**src/rtl/adpll_mod_tx.sv**
```systemverilog
// Byte FIFO + LSB-first serialiser driving data_mod of adpll_ctr0, one bit per SPB ref cycles.
// Optional 8'hAA burst preamble when ADPLL_MOD_PREAMBLE_EN is defined.
module adpll_mod_tx #(
    parameter int SPB        = 32,
    parameter int FIFO_DEPTH = 4
) (
    input  logic       clk,
    input  logic       rst_n,
    input  logic       en,
    input  logic [1:0] adpll_mode,
    input  logic       channel_lock,
    input  logic [7:0] tx_data,
    input  logic       tx_valid,
    output logic       tx_ready,
    output logic       data_mod,
    output logic       tx_busy,
    output logic       bit_strobe,
    output logic       abort
);

    localparam int AW = $clog2(FIFO_DEPTH);
    localparam int CW = $clog2(SPB);
    localparam logic [CW-1:0] CNT_MAX  = CW'(SPB - 1);
    localparam logic [AW:0]   FULL_CNT = (AW + 1)'(FIFO_DEPTH);

    typedef enum logic [1:0] {
        S_IDLE = 2'd0,
`ifdef ADPLL_MOD_PREAMBLE_EN
        S_PRE  = 2'd1,
`endif
        S_DATA = 2'd2
    } state_t;

    state_t          state_q, state_d;
    logic [CW-1:0]   cnt_q, cnt_d;
    logic [2:0]      bidx_q, bidx_d;
    logic [7:0]      shift_q, shift_d;
    logic            mod_q, mod_d;
    logic            strobe_q, strobe_d;
    logic            abort_q, abort_d;
    logic            rdy_q, rdy_d;
    logic [AW-1:0]   wr_ptr_q, wr_ptr_d, rd_ptr_q, rd_ptr_d;
    logic [AW:0]     count_q, count_d;
    logic [7:0]      mem [FIFO_DEPTH];

    logic            active, empty, push, pop, from_pre;
    logic [7:0]      head;
    logic [2:0]      nxt_idx;

    assign active   = en && (adpll_mode == 2'd3) && channel_lock;
    assign empty    = (count_q == '0);
    assign tx_ready = en && rdy_q;
    assign push     = tx_valid && tx_ready;
    assign head     = mem[rd_ptr_q];
    assign nxt_idx  = bidx_q + 3'd1;

`ifdef ADPLL_MOD_PREAMBLE_EN
    assign from_pre = (state_q == S_PRE);
`else
    assign from_pre = 1'b0;
`endif

    always_comb begin
        state_d  = state_q;
        cnt_d    = cnt_q;
        bidx_d   = bidx_q;
        shift_d  = shift_q;
        mod_d    = mod_q;
        strobe_d = 1'b0;
        abort_d  = 1'b0;
        pop      = 1'b0;
        case (state_q)
            S_IDLE: begin
                cnt_d  = '0;
                bidx_d = '0;
                mod_d  = 1'b0;
                if (active && !empty) begin
                    strobe_d = 1'b1;
`ifdef ADPLL_MOD_PREAMBLE_EN
                    state_d  = S_PRE;
                    shift_d  = 8'hAA;
                    mod_d    = 1'b0;
`else
                    state_d  = S_DATA;
                    shift_d  = head;
                    mod_d    = head[0];
                    pop      = 1'b1;
`endif
                end
            end
            default: begin
                // Loss of active wins over a coinciding symbol boundary.
                if (!active) begin
                    state_d = S_IDLE;
                    mod_d   = 1'b0;
                    abort_d = 1'b1;
                    cnt_d   = '0;
                    bidx_d  = '0;
                end else if (cnt_q == CNT_MAX) begin
                    cnt_d = '0;
                    if (bidx_q == 3'd7) begin
                        bidx_d = '0;
                        if (from_pre || !empty) begin
                            state_d  = S_DATA;
                            shift_d  = head;
                            mod_d    = head[0];
                            pop      = 1'b1;
                            strobe_d = 1'b1;
                        end else begin
                            state_d = S_IDLE;
                            mod_d   = 1'b0;
                        end
                    end else begin
                        bidx_d   = nxt_idx;
                        mod_d    = shift_q[nxt_idx];
                        strobe_d = 1'b1;
                    end
                end else begin
                    cnt_d = cnt_q + CW'(1);
                end
            end
        endcase
    end

    always_comb begin
        wr_ptr_d = wr_ptr_q;
        rd_ptr_d = rd_ptr_q;
        count_d  = count_q;
        if (!en) begin
            wr_ptr_d = '0;
            rd_ptr_d = '0;
            count_d  = '0;
        end else begin
            if (push) wr_ptr_d = wr_ptr_q + AW'(1);
            if (pop)  rd_ptr_d = rd_ptr_q + AW'(1);
            case ({push, pop})
                2'b10:   count_d = count_q + (AW + 1)'(1);
                2'b01:   count_d = count_q - (AW + 1)'(1);
                default: count_d = count_q;
            endcase
        end
        rdy_d = (count_d != FULL_CNT);
    end

    always_ff @(posedge clk or negedge rst_n) begin
        if (!rst_n) begin
            state_q  <= S_IDLE;
            cnt_q    <= '0;
            bidx_q   <= '0;
            shift_q  <= '0;
            mod_q    <= 1'b0;
            strobe_q <= 1'b0;
            abort_q  <= 1'b0;
            rdy_q    <= 1'b0;
            wr_ptr_q <= '0;
            rd_ptr_q <= '0;
            count_q  <= '0;
        end else begin
            state_q  <= state_d;
            cnt_q    <= cnt_d;
            bidx_q   <= bidx_d;
            shift_q  <= shift_d;
            mod_q    <= mod_d;
            strobe_q <= strobe_d;
            abort_q  <= abort_d;
            rdy_q    <= rdy_d;
            wr_ptr_q <= wr_ptr_d;
            rd_ptr_q <= rd_ptr_d;
            count_q  <= count_d;
        end
    end

    // Storage needs no reset: count_q alone decides what is valid.
    always_ff @(posedge clk) begin
        if (push) mem[wr_ptr_q] <= tx_data;
    end

    assign data_mod   = mod_q;
    assign tx_busy    = (state_q != S_IDLE);
    assign bit_strobe = strobe_q;
    assign abort      = abort_q;

endmodule

```
**config.mk**
```make
export PLATFORM = sky130hd
export DESIGN_NAME = adpll_mod_tx
export DESIGN_NICKNAME = d
export VERILOG_FILES = /design/src/rtl/adpll_mod_tx.sv
export SDC_FILE = /design/constraint.sdc
export NUM_CORES = 1
export LEC_CHECK = 0
export ABC_AREA = 0
export CAP_MARGIN = 30
export CORE_UTILIZATION = 52
export DETAILED_ROUTE_END_ITERATION = 8
export GPL_TIMING_DRIVEN = 0
export PLACE_DENSITY = 0.72
export SLEW_MARGIN = 20
export SYNTH_ARGS = -nofsm -noshare
export SYNTH_HDL_FRONTEND = slang
export SYNTH_SLANG_ARGS = --single-unit
```
**constraint.sdc**
```tcl
create_clock -name clk -period 3.4 [get_ports clk]
set_clock_uncertainty 0.05 [all_clocks]
set_input_delay 0.51 -clock clk [delete_from_list [all_inputs] [get_ports clk]]
set_output_delay 0.51 -clock clk [all_outputs]
set_load 0.01 [all_outputs]
```
# Yosys cells after proc, flatten, opt, wreduce, memory -nomap -nowiden
# Memory sizes are Yosys's and may differ from the RTL's.
# Index checks and enable logic that the tools add are counted.
[totals] regBits=29 mem_bits_rw=32 out_inout_bits=5 wordCells=92 n_memories=1
[op_classes] n_addsub=6 order_cmp=1 n_eq_ne=12 mux=47 reduce_logical=14
[memory_table] memory="mem" words=4 word_bits=8 read_ports=1 rd_clocked_by_memory_dff=0 write_ports=1 line_no="44" rtl="logic [7:0] mem [FIFO_DEPTH];"
[op_table] op="$mux 8" count=6
[op_table] op="$mux 1" count=21
[op_table] op="$mux 2" count=10
[op_table] op="$mux 3" count=5
[op_table] op="$mux 5" count=3
[op_table] op="$reduce_bool 2->1" count=4
[op_table] op="$add 3x1->3 const B" count=2
[op_table] op="$ne 2x1->1 const B" count=3
[op_table] op="$ne 3x1->1 const B" count=2
[op_table] op="$pmux 3 s2" count=1
[op_table] op="$add 5x1->5 const B" count=1
[op_table] op="$eq 5x5->1 const B" count=1
[op_table] op="$logic_and 1x1->1" count=5
[op_table] op="$reduce_and 5->1" count=1
[op_table] op="$add 2x1->2 const B" count=2
[op_table] op="$eq 2x2->1 const B" count=2
[op_table] op="$lt 3x4->1 const B" count=1
[op_table] op="$bmux 1 s3" count=1
[op_table] op="$eq 3x3->1 const B" count=1
[op_table] op="$logic_not 3->1" count=1
[op_table] op="$ne 3x3->1 const B" count=1
[op_table] op="$reduce_and 3->1" count=1
[op_table] op="$sub 3x1->3 const B" count=1
[op_table] op="$eq 2x1->1 const B" count=1
[op_table] op="other kinds (3)" count=3

# Longest topological paths before layout
# Gate-level depths: netlist (run 1).
[logic_depth] ltp_word=10 mapped_depth=11 mapped_depth_nobuf=10

# Worst setup path before layout (run 1)
# Ideal clock, no wire load.
[synth_path] path_type="register -> register" start="register cnt_q[0]" end="register rdy_q" setup_ns=0.129 arrival_ns=3.057 t_required_ns=3.221 slack_ns=0.164 stages_incl_launch_ff=12 path_buffers=1 synth_period_minus_slack_ns=3.236 path_cell_list="dfrtp_1 -> ha_1 -> and3_1 -> ha_1 -> buf_4 -> a21boi_0 -> nor3_4 -> ha_1 -> fa_1 -> xnor2_1 -> or3_1 -> a2111o_1"
[synth_between] elab_chain_len=8 elab_cells_between_ends=9
[synth_lines] item="start, declared" line_no="35" rtl="logic [CW-1:0] cnt_q, cnt_d;"
[synth_lines] item="start signal, assigned" line_no="160" rtl="cnt_q <= cnt_d;"
[synth_lines] item="$eq 5x5->1 *" line_no="99" rtl="end else if (cnt_q == CNT_MAX) begin"
[synth_lines] item="$mux 1 *" line_no="99"
[synth_lines] item="$mux 1 *" line_no="93" rtl="if (!active) begin"
[synth_lines] item="$mux 1 *" line_no="72" rtl="case (state_q)"
[synth_lines] item="$eq 2x1->1 or $eq 2x2->1 (tied branches)" line_no="136" rtl="case ({push, pop})"
[synth_lines] item="$pmux 3 s2 *" line_no="136"
[synth_lines] item="$mux 3 *" line_no="129" rtl="if (!en) begin"
[synth_lines] item="$ne 3x3->1 *" line_no="142" rtl="rdy_d = (count_d != FULL_CNT);"
[synth_lines] item="net rdy_d" line_no="41" rtl="logic rdy_q, rdy_d;"
[synth_lines] item="end signal, assigned" line_no="166" rtl="rdy_q <= rdy_d;"
[synth_lines] item="end, declared" line_no="41"
# The timed path passes the listed nets; every way through them passes the cells marked *.
# A chain may end at the register's enable or synchronous reset.

# Worst setup path in the final report (run 1)
# Same ends and word-level chain as after synthesis.

==> impl_metrics.toml, run 1 <==
[sta]
timing.fmax_ghz = 0.307
hold_viol = 0
tightest_slew_ns = 0.720
tns_ns = 0
setup_viol = 0
slew_headroom = 0.516
rsz0062_at_grt = "no"
period_share = 0.957
slew_violations = 0
period_minus_slack_ns = 3.25

[routing]
wire_per_inst_um = 16.4
post-route-drc-count = 0
vias = 1438
drtIter0Drc = 94
viasPerCell = 5.43
postRouteWirelength_um = 4350
drtPass1Iterations = 4
drtAntennaViolNets = 0

[logic_synthesis]
yosysUniqueCellTypes = 40
async_reset_ff_frac = 0.467
syn_area_um2 = 2570
synth_common_cells = "edfxtp_1 (32), dfrtp_1 (28), ha_1 (9), mux4_2 (9)"
yosysSeqAreaShare = 0.646
ys_warn_count = 0
synth.area.top_cells = "edfxtp_1 (37%), dfrtp_1 (27%), mux4_2 (7.9%)"
ys_ff_latch = 60
yosysMostFrequentCell = "edfxtp_1"
synth_nets = 188
syn_area_per_cell_um2 = 15.8
synth_top_area_frac = 0.373
synth_edf_count = 32
yosys.area.top_type = "edfxtp_1"
synth_ff_type = "edfxtp_1"
synthCells = 163

[global_route]
grt_pass1_wl_um = 7220
grt_max_degree = 29
overflow = 0
grtUsageTotal = 0.193
antenna_found_initial = 0
grt_pass1_vias = 1529

[worst_setup_path]
rr_worst_depth = 11
cp-endpoint = "rdy_q"
timing.rr.start = "cnt_q[0]"
max_stage_delay_ns = 0.42
cp.required_ns = 3.56
crit_path_end_kind = "flop"
cp_max_fo = 9
crit_top_cell = "ha_1"
arrival_ns = 3.42
crit_path_start = "cnt_q[0]"
crit_type = "flop to flop"
critPathTopFamily = "adder cells"
regToRegSetupSlack_ns = 0.15
r2r_end = "rdy_q"
cp.depth = 11
critPathLaunchType = "flop"
critPathBufInv = 1
path_cells = "ha_1 > and3_1 > ha_1 > buf_4 > a21boi_2 > nor3_4 > ha_1 > fa_1 > xnor2_1 > or3_1 > a2111o_1"
cpMaxStageDelayCell = "a2111o_1"

[finish]
nets = 218
syn_to_final_growth_pct = 17.1
drive_gt1_frac = 0.212
n_antenna_cell = 0

[flow_run]
drv_cap = 0

[cts]
cts_max_level = 3
cts_tree = "built"
clock_latency_ns = 0.33
cts_buffers = 9
clockRootBuffer = "clkbuf_8"
clk_path_buf_depth = 2
clkSinkCount = 60
clk_pin_slew_worst_paths_ns = 0.07

[power_and_ir_drop]
power.leakage_nw = 1.17
intPower_w = 0.00113
switching_share = 0.241
p_seq_frac = 0.560
clkPwrFrac = 0.361
combPwrFrac = 0.079
p_total_w = 0.00149
switchingPower_w = 0.000360
p_per_area_nw_per_um2 = 496
peakVddDrop_v = 0.000311

[floorplan]
fp-row-count = 25
die_area_um2 = 5230
die_x_um = 72.4
start_util = 0.541
io_pins = 20
coreArea_um2 = 4750
die_h_um = 72.4

[placement]
gp_congestion = 0.669
hpwl_um = 2970
io_buffers = 19

[worst_hold_path]
min_path_type = "primary input to asynchronous set/reset pin"

[status]
status = "complete, no violations"
-- registers in the layout (all words and copies together), names as in the netlist, 2 cells and up --
signal,flops
wr_ptr_q,2
bidx_q,3
count_q,3
mem,32
cnt_q,5
rd_ptr_q,2
shift_q,8
-- cell families after synthesis --
| group | count (synthesis) | synth area share |
|---|---|---|
| adder cells (fa/ha/maj) | 10 | 0.0515 |
| buffers and inverters | 12 | 0.0199 |
| multiplexers | 22 | 0.133 |
| AO/OA/AOI/OAI | 14 | 0.0399 |
| XOR/XNOR | 5 | 0.0170 |
| flip-flops | 60 | 0.646 |
| AND/OR/NAND/NOR | 40 | 0.0933 |
-- layout make-up --
| cell class | count | area [µm²] |
|---|---|---|
| clock inverters | 7 | 43.8 |
| clock buffers | 9 | 124 |
| repair buffers | 19 | 185 |
| well taps | 67 | 83.8 |
| fillers | 370 | 1740 |
| inverters | 6 | 22.5 |
| plain buffers | 6 | 28.8 |
| multi-input cells | 91 | 865 |
| flip-flops and latches | 60 | 1660 |
-- layout by cell type, fill, tap and decap left out, types with 3 or more instances in the layout --
cell type        instances
nand2_1                  4
inv_1                    6
clkbuf_1                 3
clkbuf_8                 9
mux2_2                   7
a21oi_1                  3
nor3_1                   4
and2_1                   5
clkdlybuf4s50_1         18
xnor2_1                  3
nor2_1                   7
dfrtp_1                 28
edfxtp_1                32
mux2i_1                  6
nand4_1                  3
ha_1                     9
clkinvlp_4               4
mux4_2                   9
nor2b_1                  3
-- power groups by stage --
stage	clock network (W)	logic [W]	registers [W]
2_1_floorplan	0	0.0000730	0.000842
3_3_place_gp	0	0.000111	0.000847
3_5_place_dp	0	0.000119	0.000851
4_1_cts	0.000551	0.000120	0.000836
5_1_grt	0.000578	0.000132	0.000841
6_report	0.000540	0.000118	0.000836
-- through the flow --
step	utilization	worst slack (ns)	area, µm²	hold slack, ns	instances
3_5_place_dp	0.598	-0.0725	2840	0.430	249
5_1_grt	0.634	0.0459	3010	0.172	265
4_1_cts	0.633	0.0289	3010	0.145	265
6_report	0.634	0.146	3010	0.131	265
2_1_floorplan	-	0.164	2570	0.164	163
3_3_place_gp	0.599	-0.00352	2850	0.404	249
-- worst min path at each step --
stage	slack, ns	from	to
6_report	0.13	rst_n	bit_strobe
5_1_grt	0.17	rst_n	count_q[1]
4_1_cts	0.15	rst_n	state_q[1]
3_5_place_dp	0.43	cnt_q[0]	cnt_q[0]
3_3_place_gp	0.40	cnt_q[0]	cnt_q[0]
2_1_floorplan	0.16	rst_n	abort
-- layer usage --
layer | vias up | track usage | part of all wire
met5 | - | 0 | 0
met4 | 0 | 0.0871 | 0.013
met3 | 6 | 0.0667 | 0.030
met2 | 29 | 0.320 | 0.52
met1 | 727 | 0.230 | 0.43
li1 | 676 | - | -
-- repair_timing --
action	CTS	global route
hold buffers	0	0
setup buffers	0	0
pin swaps	0	0
resized for setup	1	1
setup endpoints to repair	1	1
(Power assumes the default switching activity.)
==> run 2, diff against run 1 <==
--- a/config.mk
+++ b/config.mk
@@ -8,6 +8,8 @@
 export ABC_AREA = 0
 export CAP_MARGIN = 30
 export CORE_UTILIZATION = 52
+export CTS_CLUSTER_DIAMETER = 200
+export CTS_CLUSTER_SIZE = 40
 export DETAILED_ROUTE_END_ITERATION = 8
 export GPL_TIMING_DRIVEN = 0
 export PLACE_DENSITY = 0.72
==> results of run 2 <==
The final DEF is identical to that of run 1; final timing and power are the same.
==> run 3, diff against run 2 <==
--- a/config.mk
+++ b/config.mk
@@ -7,12 +7,12 @@
 export LEC_CHECK = 0
 export ABC_AREA = 0
 export CAP_MARGIN = 30
-export CORE_UTILIZATION = 52
+export CORE_UTILIZATION = 55
 export CTS_CLUSTER_DIAMETER = 200
 export CTS_CLUSTER_SIZE = 40
 export DETAILED_ROUTE_END_ITERATION = 8
 export GPL_TIMING_DRIVEN = 0
-export PLACE_DENSITY = 0.72
+export PLACE_DENSITY = 0.73
 export SLEW_MARGIN = 20
 export SYNTH_ARGS = -nofsm -noshare
 export SYNTH_HDL_FRONTEND = slang
==> constraint.sdc (replaced) <==
create_clock -name clk -period 3.25 [get_ports clk]
set_clock_uncertainty 0.05 [all_clocks]
set_input_delay 0.4875 -clock clk [delete_from_list [all_inputs] [get_ports clk]]
set_output_delay 0.4875 -clock clk [all_outputs]
set_load 0.01 [all_outputs]
==> impl_metrics.toml, run 3 (same netlist as run 1, synthesis figures left out) <==
[worst_setup_path]
cp_max_fo = 8
r2r_end = "rdy_q"
max_stage_delay_ns = 0.43
crit_type = "flop to flop"
cpMaxStageDelayCell = "a2111o_1"
arrival_ns = 3.28
path_cells = "ha_1 > and3_1 > ha_1 > buf_4 > a21boi_4 > nor3_4 > ha_4 > fa_1 > xnor2_1 > or3_4 > a2111o_1"
timing.rr.start = "cnt_q[0]"
rr_worst_depth = 11
critPathLaunchType = "flop"
regToRegSetupSlack_ns = 0.12
cp.required_ns = 3.40
crit_path_end_kind = "flop"
crit_top_cell = "ha_1"

[routing]
vias = 1424
drtIter0Drc = 97
drtPass1Iterations = 4
drtAntennaViolNets = 0
post-route-drc-count = 0
postRouteWirelength_um = 4130
wire_per_inst_um = 16.3
viasPerCell = 5.63

[sta]
tightest_slew_ns = 0.686
timing.fmax_ghz = 0.319
setup_viol = 0
period_minus_slack_ns = 3.13
slew_headroom = 0.539
slew_violations = 0
hold_viol = 0
rsz0062_at_grt = "no"
period_share = 0.963

[power_and_ir_drop]
combPwrFrac = 0.070
switching_share = 0.200
peakVddDrop_v = 0.000377
intPower_w = 0.00142
clkPwrFrac = 0.437
p_seq_frac = 0.493
switchingPower_w = 0.000355
power.leakage_nw = 1.22
p_per_area_nw_per_um2 = 572

[finish]
final_common_cell = "edfxtp_1"
final_util = 0.704
syn_to_final_growth_pct = 20.7
n_antenna_cell = 0
regMostFlops = "mem"
stdcell_area_um2 = 3110
drive_gt1_frac = 0.224
largest_reg_flops = 32
nets = 221
layout_common_cells = "edfxtp_1 (32), dfrtp_1 (28), clkdlybuf4s50_1 (18)"
largestRegisters = "mem: 32 flops, shift_q: 8 flops, cnt_q: 5 flops"

[floorplan]
io_pins = 20
die_area_um2 = 4960
fp-row-count = 24
die_h_um = 70.4
start_util = 0.583
die_x_um = 70.4
coreArea_um2 = 4410

[global_route]
grt_pass1_wl_um = 7040
grtUsageTotal = 0.197
antenna_found_initial = 0
overflow = 0
grt_max_degree = 29
grt_pass1_vias = 1478

[cts]
clkSinkCount = 60
cts_max_level = 3
clk_pin_slew_worst_paths_ns = 0.07
clockRootBuffer = "clkbuf_8"
cts.hold.buffers_added = 0
clk_path_buf_depth = 2
cts_buffers = 9
clock_latency_ns = 0.33
cts_tree = "built"

[worst_hold_path]
min_path_type = "primary input to asynchronous set/reset pin"

[flow_run]
drv_cap = 0

[placement]
gp_congestion = 0.791
hpwl_um = 2830
io_buffers = 19
placed_area_um2 = 2820

[status]
status = "complete, no violations"
run 3: layer usage:
metal / GRT usage / up-vias / wire length, µm
met5: 0 / - / 0
met4: 0.107 / 0 / 81
met3: 0.0563 / 10 / 124
met2: 0.310 / 19 / 2070
met1: 0.247 / 711 / 1860
li1: - / 684 / -
run 3: layout make-up:
class,instances,area [µm²]
clock buffers,10,128
plain buffers,6,28.8
inverters,6,22.5
repair buffers,22,208
well taps,52,65.1
multi-input cells,91,890
fillers,292,1310
flip-flops and latches,60,1660
clock inverters,6,103
run 3: worst max-delay path, delay by kind of cell, from the launching register on:
kind,cells,cell delay (ns)
XOR/XNOR,1,0.16
AO/OA/AOI/OAI,2,0.60
adder cells (fa/ha/maj),4,0.98
buffers and inverters,1,0.17
AND/OR/NAND/NOR,3,0.64
flip-flops,1,0.39
run 3: metrics by stage:
stage	setup slack [ns]	hold WS, ns	power [W]	cells	setup TNS (ns)
floorplan	0.0141	0.142	0.000957	163	0
global placement	-0.164	0.407	0.00100	234	-0.164
detailed placement	-0.291	0.414	0.00101	234	-0.291
CTS	0.00941	0.125	0.00179	250	0
global route	0.0313	0.153	0.00185	253	0
finish	0.119	0.110	0.00178	253	0
run 3: worst max-delay path by stage:
stage / start / to / slack, ns / cells after the start
floorplan: cnt_q[0] / rdy_q / 0.01 / 11
global placement: cnt_q[0] / rdy_q / -0.16 / 11
detailed placement: cnt_q[0] / rdy_q / -0.29 / 11
CTS: cnt_q[0] / rdy_q / 0.009 / 11
global route: cnt_q[0] / rdy_q / 0.03 / 11
finish: cnt_q[0] / rdy_q / 0.12 / 11
run 3: power groups by stage:
stage | Combinational [W] | Clock, W | Sequential (W)
finish | 0.000124 | 0.000777 | 0.000874
floorplan | 0.0000764 | 0 | 0.000881
CTS | 0.000124 | 0.000791 | 0.000875
detailed placement | 0.000122 | 0 | 0.000890
global placement | 0.000118 | 0 | 0.000886
global route | 0.000138 | 0.000834 | 0.000878
run 3: what timing repair did:
| action | in CTS | in global routing |
|---|---|---|
| pin swaps | 0 | 4 |
| endpoints found under the setup margin | 2 | 1 |
| buffers inserted | 0 | 3 |
| gates resized for setup | 4 | 2 |
